<file path="config.mk">
export PLATFORM = sky130hd
export DESIGN_NAME = fir_requant_decim
export DESIGN_NICKNAME = d
export VERILOG_FILES = /design/src/rtl/dsp_pkg.sv /design/src/rtl/sync_fifo.sv /design/src/rtl/fir_requant_decim.sv
export SDC_FILE = /design/constraint.sdc
export NUM_CORES = 1
export LEC_CHECK = 0
export ABC_AREA = 1
export BUFFER_PORTS_ARGS = -buffer_cell sky130_fd_sc_hd__buf_2
export CORE_MARGIN = 3
export CORE_UTILIZATION = 60
export DETAILED_ROUTE_END_ITERATION = 10
export PLACE_DENSITY = 0.81
export SETUP_SLACK_MARGIN = 0.02
export SYNTH_ARGS = -nofsm -noshare
export SYNTH_HDL_FRONTEND = slang
export SYNTH_SLANG_ARGS = --single-unit
</file>
<file path="constraint.sdc">
create_clock -name clk -period 6.2 [get_ports clk]
set_clock_uncertainty 0.1 [all_clocks]
set_input_delay 0.31 -clock clk [delete_from_list [all_inputs] [get_ports clk]]
set_output_delay 0.31 -clock clk [all_outputs]
set_load 0.1 [all_outputs]
</file>
<file path="src/rtl/dsp_pkg.sv">
// Shared types and constants for the FIR datapath and its downstream stages.
package dsp_pkg;

    localparam int FIR_ACC_W = 39;
    localparam int SAMPLE_W  = 16;

    typedef logic signed [SAMPLE_W-1:0] sample_t;

    localparam sample_t SAMPLE_MAX = {1'b0, {(SAMPLE_W-1){1'b1}}};
    localparam sample_t SAMPLE_MIN = {1'b1, {(SAMPLE_W-1){1'b0}}};

    // Counter width that stays at least one bit for a modulus of 1.
    function automatic int cnt_w(input int n);
        return (n > 1) ? $clog2(n) : 1;
    endfunction

endpackage

</file>
<file path="src/rtl/sync_fifo.sv">
// Small first-word-fall-through FIFO: dout shows the head entry whenever not empty.
module sync_fifo #(
    parameter int WIDTH = 16,
    parameter int DEPTH = 4
) (
    input  logic             clk,
    input  logic             rst,
    input  logic             push,
    input  logic             pop,
    input  logic [WIDTH-1:0] din,
    output logic [WIDTH-1:0] dout,
    output logic             empty,
    output logic             full
);
    localparam int AW = $clog2(DEPTH);

    logic [WIDTH-1:0] mem [DEPTH];
    logic [AW-1:0]    wr_ptr_reg;
    logic [AW-1:0]    rd_ptr_reg;
    logic [AW:0]      count_reg;
    logic             do_push;
    logic             do_pop;

    assign empty   = (count_reg == '0);
    assign full    = (count_reg == (AW+1)'(DEPTH));
    assign do_pop  = pop && !empty;
    // A push into a full FIFO only lands when the head leaves on the same edge.
    assign do_push = push && (!full || do_pop);
    assign dout    = mem[rd_ptr_reg];

    always_ff @(posedge clk or negedge rst) begin
        if (!rst) begin
            wr_ptr_reg <= '0;
            rd_ptr_reg <= '0;
            count_reg  <= '0;
        end else begin
            if (do_push) wr_ptr_reg <= wr_ptr_reg + AW'(1);
            if (do_pop)  rd_ptr_reg <= rd_ptr_reg + AW'(1);
            case ({do_push, do_pop})
                2'b10:   count_reg <= count_reg + (AW+1)'(1);
                2'b01:   count_reg <= count_reg - (AW+1)'(1);
                default: count_reg <= count_reg;
            endcase
        end
    end

    always_ff @(posedge clk) begin
        if (do_push) mem[wr_ptr_reg] <= din;
    end

endmodule

</file>
<file path="src/rtl/fir_requant_decim.sv">
// Requantises the FIR accumulator to saturated Q15, decimates, and queues results
// behind a valid/ready port with sticky saturation and overflow flags.
module fir_requant_decim
    import dsp_pkg::*;
#(
    parameter int IN_W  = FIR_ACC_W,
    parameter int OUT_W = SAMPLE_W,
    parameter int SHIFT = 15,
    parameter int DECIM = 4,
    parameter int DEPTH = 4
) (
    input  logic                    clk,
    input  logic                    rst,
    input  logic                    ena,
    input  logic signed [IN_W-1:0]  acc_in,
    output logic signed [OUT_W-1:0] out_data,
    output logic                    out_valid,
    input  logic                    out_ready,
    output logic                    sat_flag,
    output logic                    drop_flag,
    input  logic                    clr_flags
);
    localparam int EXT_W = IN_W + 1;
    localparam int PH_W  = cnt_w(DECIM);

    localparam logic        [EXT_W-1:0] HALF    = EXT_W'(1) << (SHIFT - 1);
    localparam logic signed [EXT_W-1:0] POS_LIM = EXT_W'({(OUT_W-1){1'b1}});
    localparam logic signed [EXT_W-1:0] NEG_LIM = ~POS_LIM;

    logic              ena_d_reg;
    logic [PH_W-1:0]   phase_reg;
    logic              sat_flag_reg;
    logic              drop_flag_reg;

    logic [EXT_W-1:0]        biased;
    logic signed [EXT_W-1:0] shifted;
    logic                    sat_hi;
    logic                    sat_lo;
    logic [OUT_W-1:0]        sample;

    logic             keep;
    logic             pop_req;
    logic             drop_evt;
    logic [OUT_W-1:0] fifo_dout;
    logic             fifo_empty;
    logic             fifo_full;

    // FIR output lags its ena edge by one clock, so consume on the delayed strobe.
    assign keep = ena_d_reg && (phase_reg == '0);

    // One guard bit keeps the rounding add from overflowing.
    assign biased  = {acc_in[IN_W-1], acc_in} + HALF;
    assign shifted = $signed(biased) >>> SHIFT;
    assign sat_hi  = shifted > POS_LIM;
    assign sat_lo  = shifted < NEG_LIM;

    always_comb begin
        sample = shifted[OUT_W-1:0];
        if (sat_hi) begin
            sample = {1'b0, {(OUT_W-1){1'b1}}};
        end else if (sat_lo) begin
            sample = {1'b1, {(OUT_W-1){1'b0}}};
        end
    end

    assign pop_req  = out_ready && !fifo_empty;
    assign drop_evt = keep && fifo_full && !pop_req;

    always_ff @(posedge clk or negedge rst) begin
        if (!rst) begin
            ena_d_reg     <= 1'b0;
            phase_reg     <= '0;
            sat_flag_reg  <= 1'b0;
            drop_flag_reg <= 1'b0;
        end else begin
            ena_d_reg <= ena;
            if (ena_d_reg) begin
                phase_reg <= (phase_reg == PH_W'(DECIM - 1)) ? '0 : phase_reg + PH_W'(1);
            end
            // A new event outranks a coincident clear.
            if (keep && (sat_hi || sat_lo)) begin
                sat_flag_reg <= 1'b1;
            end else if (clr_flags) begin
                sat_flag_reg <= 1'b0;
            end
            if (drop_evt) begin
                drop_flag_reg <= 1'b1;
            end else if (clr_flags) begin
                drop_flag_reg <= 1'b0;
            end
        end
    end

    sync_fifo #(
        .WIDTH (OUT_W),
        .DEPTH (DEPTH)
    ) u_fifo (
        .clk   (clk),
        .rst   (rst),
        .push  (keep),
        .pop   (out_ready),
        .din   (sample),
        .dout  (fifo_dout),
        .empty (fifo_empty),
        .full  (fifo_full)
    );

    assign out_valid = !fifo_empty;
    assign out_data  = fifo_empty ? '0 : $signed(fifo_dout);
    assign sat_flag  = sat_flag_reg;
    assign drop_flag = drop_flag_reg;

endmodule

</file>
# Yosys cells after proc, flatten, opt, wreduce, memory -nomap -nowiden
# Memories as Yosys holds them, arrays and structs flattened.
# Cells that the tools add are included.
# totals
register_bits	12
ram_bits	64
in_bits	44
elab_cells	46
memories	1
# mem_list
memory	depth	word_bits	read_ports	rd_ports_with_merged_regs	wr	line	text
u_fifo.mem	4	16	1	0	1	sync_fifo.sv:17	logic [WIDTH-1:0] mem [DEPTH];
# classes
addsub	6
order_cmp	2
n_eq_ne	4
mux	10
reduce_logical	16
# op_table
operator	n
16-bit 2-to-1 mux	3
39-bit by 16-bit adder with 40-bit output, second input constant	1
25-bit by 16-bit > comparator with 1-bit output, second input constant	1
25-bit by 16-bit < comparator with 1-bit output, second input constant	1
2-bit by 1-bit adder with 2-bit output, second input constant	3
1-bit logical AND	6
3-bit case mux with 2 select lines	1
2-bit nonzero test	3
1-bit 2-to-1 mux	5
2-bit == test, second input constant	2
3-bit by 1-bit adder with 3-bit output, second input constant	1
3-bit == test, second input constant	1
1-bit zero test	3
3-bit zero test	1
3-bit by 1-bit subtractor with 3-bit output, second input constant	1
2-bit by 1-bit == test with 1-bit output, second input constant	1
2-bit zero test	1
1-bit logical OR	2
2-bit 2-to-1 mux	1

# Longest topological paths before layout
# logic_depth
ltp_word	7
depth_mapped	15

# Cells and area by module
# From an unflattened synthesis, not the netlist that was laid out.
# unflattened
hier_cells	486
hier_area_um2	4317.9
# by_module_without_submodules
module	n_inst	cells_per_inst	area_each_um2	seq_area_each_um2
sync_fifo	1	234	2942.8	2097.0
fir_requant_decim	1	252	1375.1	125.1

# Least setup slack after synthesis
# No wires, ideal clock.
# synth_path
path_kind	reg-to-output
from	register u_fifo.count_reg[0]
to	output out_data[10]
t_arrival_ns	3.226
required_ns	5.790
setup_slack_ns	2.564
stages_incl_launch_ff	6
path_cell_list	dfrtp_1 -> nor2_1 -> nand2_1 -> clkinv_1 -> clkbuf_1 -> a21oi_1
# synth_between
elab_chain_len	2
# synth_lines
element	line	text
start: declaration	sync_fifo.sv:20	logic [AW:0] count_reg;
start signal: assignment	sync_fifo.sv:40	2'b10: count_reg <= count_reg + (AW+1)'(1);
start signal: assignment	sync_fifo.sv:41	2'b01: count_reg <= count_reg - (AW+1)'(1);
start signal: assignment	sync_fifo.sv:42	default: count_reg <= count_reg;
3-bit zero test	sync_fifo.sv:24	assign empty = (count_reg == '0);
16-bit 2-to-1 mux	fir_requant_decim.sv:109	assign out_data = fifo_empty ? '0 : $signed(fifo_dout);
end: declaration	fir_requant_decim.sv:16	output logic signed [OUT_W-1:0] out_data,
# Every way passes these cells.

# Worst setup path in the final report
# layout_path
from	register u_fifo.rd_ptr_reg[1]
to	output out_data[15]
# layout_between
elab_chain_len	2
# layout_lines
element	line	text
start: declaration	sync_fifo.sv:19	logic [AW-1:0] rd_ptr_reg;
start signal: assignment	sync_fifo.sv:38	if (do_pop) rd_ptr_reg <= rd_ptr_reg + AW'(1);
memory read 4 x 16 bit	-	
16-bit 2-to-1 mux	fir_requant_decim.sv:109	
# Every way passes these cells.

==> run_results.csv <==
group,metric,value,unit
global_route,grt_pass1_wl,14600,microns
routing,drt_iter0_markers,151,
finish,stdcell_area,4780,sq um
power,peakVddDrop,0.000203,V
worst_setup_path,arrival,2.85,ns
finish,antenna_cells,0,
routing,vias_per_cell,5.16,
finish,utilization,0.699,
finish,layout_common_cells,"nor2_1, nand2_1, edfxtp_1",
clock_network,clock_path_buffers,2,
yosys,yosysSeqAreaShare,0.520,
timing,post-route-min-period,3.26,ns
clock_network,root_buffer,"clkbuf_8",
routing,drc,0,
yosys,ys.warnings.count,0,
routing,vias,3227,
yosys,synth_cell_types,30,
power,pwr-share-clk,0.158,
yosys,async_flop_share,0.158,
finish,area_delta_synth_final,11.9,%
status,status,"completed",
yosys,synth_area_per_cell,8.99,sq um
power,power_density,479,nW/um^2
global_route,grt_max_degree,36,
clock_network,cts_sinks,76,
worst_setup_path,worstPathRequired,5.79,ns
yosys,netlist_instances,475,
timing,worstMarginPinSlew,0.943,ns
hold_path,hp-class,"input port to register",
floorplanning,die_area,8170,sq um
worst_setup_path,crit_path_end_kind,"primary output",
floorplanning,die_h,90.4,microns
finish,largest_reg_flops,64,
placed_design,place_congestion,0.941,
clock_network,insertion_delay,0.34,ns
worst_setup_path,cp-start-kind,"register",
global_route,grt_use_total,0.221,
placed_design,postPlaceCellArea,4570,sq um
yosys,synthFlopType,"edfxtp_1",
yosys,synth_edf_count,64,
timing,relSlewSlack,0.371,
finish,final_common_cell,"nor2_1",
routing,drtPass1Iterations,4,
global_route,grt_pass1_vias,3188,
hold_path,hold_start,"clr_flags",
floorplanning,initial_core_util,0.625,
timing,hold_viol,0,
clock_network,postCtsSetupRepairBufs,0,
global_route,antenna_found_initial,0,
worst_setup_path,cp_max_fo,17,
floorplanning,core_area,6830,sq um
power,combPwrFrac,0.541,
placed_design,port-buffer-count,48,
clock_network,cts_tree,"built",
yosys,syn_nets,527,
floorplanning,num_rows,30,
power,p_int,1.05,mW
clock_network,clk_pin_slew,0.08,ns
floorplanning,dieWidth,90.4,microns
routing,routed_wl,8760,microns
power,p_total,2.29,mW
finish,nets,576,
power,p_seq_frac,0.302,
power,total_leakage_power,2.06,nW
timing,tns,0,ns
worst_setup_path,crit_start,"u_fifo.rd_ptr_reg[1]$_DFFE_PN0P_",
power,p_sw,1.24,mW
floorplanning,boundaryPins,63,
global_route,grt.overflow.total,0,
finish,drive_gt1_frac,0.231,
placed_design,dp_hpwl,6140,microns
timing,finalCritPeriodShare,0.526,
yosys,ys_seq_elements,76,
timing,rsz0062_at_grt,"false",
routing,ant_nets,0,
timing,max_freq,307,MHz
clock_network,cts-resized-gates,0,
worst_setup_path,criticalPathCategory,"register to primary output",
yosys,syn_area,4270,sq um
flow_run,max_cap_viol_count,0,
placed_design,dp.cells,607,
clock_network,cts_buffers,9,
routing,detail_route.wl_per_cell,14.0,microns
finish,fin_cells,625,
timing,slew_violations,0,
clock_network,htreeDepth,3,
worst_setup_path,regToRegStartpoint,"u_fifo.count_reg[0]$_DFFE_PN0P_",
timing,setup_viol,0,
power,swShare,0.543,
[power by group through the flow]
stage / Sequential [mW] / Clock [mW] / Combinational [mW]
2_1_floorplan: 0.697 / 0 / 1.05
5_1_grt: 0.700 / 0.386 / 1.32
3_5_place_dp: 0.703 / 0 / 1.24
4_1_cts: 0.692 / 0.363 / 1.24
6_report: 0.691 / 0.361 / 1.24
3_3_place_gp: 0.698 / 0 / 1.22
[metal layers]
| metal | vias to the layer above | GRT usage | share of wire |
|---|---|---|---|
| li1 | 1643 | - | - |
| met1 | 1477 | 0.283 | 0.44 |
| met2 | 94 | 0.378 | 0.49 |
| met3 | 13 | 0.0475 | 0.055 |
| met4 | 0 | 0.0663 | 0.014 |
| met5 | - | 0 | 0 |
[timing repair]
item | in CTS | in global routing
endpoints found under the setup margin | 0 | 0
endpoints found under the hold margin | 13 | 0
hold buffers | 2 | 0
[logic make-up (layout without fill, tap and decap cells)]
| group | after synthesis | count (layout) | synth area share |
|---|---|---|---|
| compound gates | 60 | 60 | 0.0721 |
| buf+inv | 58 | 112 | 0.0586 |
| simple gates | 258 | 258 | 0.293 |
| xor+xnor | 15 | 15 | 0.0308 |
| flops | 76 | 76 | 0.520 |
| fa+ha+maj | 8 | 8 | 0.0252 |
[cells in the mapped netlist, types with 3 or more instances]
cell	n	share of area
nand3_1	21	0.025
inv_1	40	0.035
xnor2_1	4	0.0082
ha_1	7	0.021
nand2_2	25	0.037
nor3_1	3	0.0035
nor2_8	3	0.014
nor2_2	6	0.0088
a21oi_1	17	0.020
edfxtp_1	64	0.45
nor2_1	93	0.082
nor2_4	6	0.016
dfrtp_1	12	0.070
nand2_4	5	0.013
nand2_1	86	0.076
nand4_1	5	0.0073
clkbuf_1	10	0.0088
inv_2	3	0.0026
o21ai_0	40	0.047
xor2_1	11	0.023
[final timing paths]
kind / to / slack [ns] / cells past startpoint
setup / recovery: out_data[15] / 2.94 / 5
hold / removal: sat_flag$_DFFE_PN0P_ / 0.11 / 4
setup reg to reg: u_fifo.count_reg[2]$_DFFE_PN0P_ / 3.40 / 11
hold reg to reg: sat_flag$_DFFE_PN0P_ / 0.39 / 2
max in group asynchronous: u_fifo.rd_ptr_reg[0]$_DFFE_PN0P_ / 5.52 / 2
min in group asynchronous: u_fifo.count_reg[2]$_DFFE_PN0P_ / 0.27 / 2
[worst max-delay path, cell delays in order (launching register included)]
cell	delay (ns)
dfrtp_1	0.76
clkinv_1	0.68
nor2_1	0.23
o21ai_0	0.10
a21oi_1	0.24
buf_2	0.49
[metrics by stage]
stage          worst slack [ns]  hold WS [ns]
6_report                   2.94         0.114
5_1_grt                    2.73         0.122
4_1_cts                    2.93         0.104
3_5_place_dp               3.30        0.0993
3_3_place_gp               3.33        0.0932
2_1_floorplan              2.56       -0.0856
[area by class of cell]
cell class,count,area [sq um]
sequential,76,2220
fill,549,2050
multi-input combinational,341,1810
timing repair buffer,51,268
inverter,45,169
clock buffer,10,128
tap,96,120
clock inverter,6,62.6
Note: power is estimated with default switching activity, not from simulation.
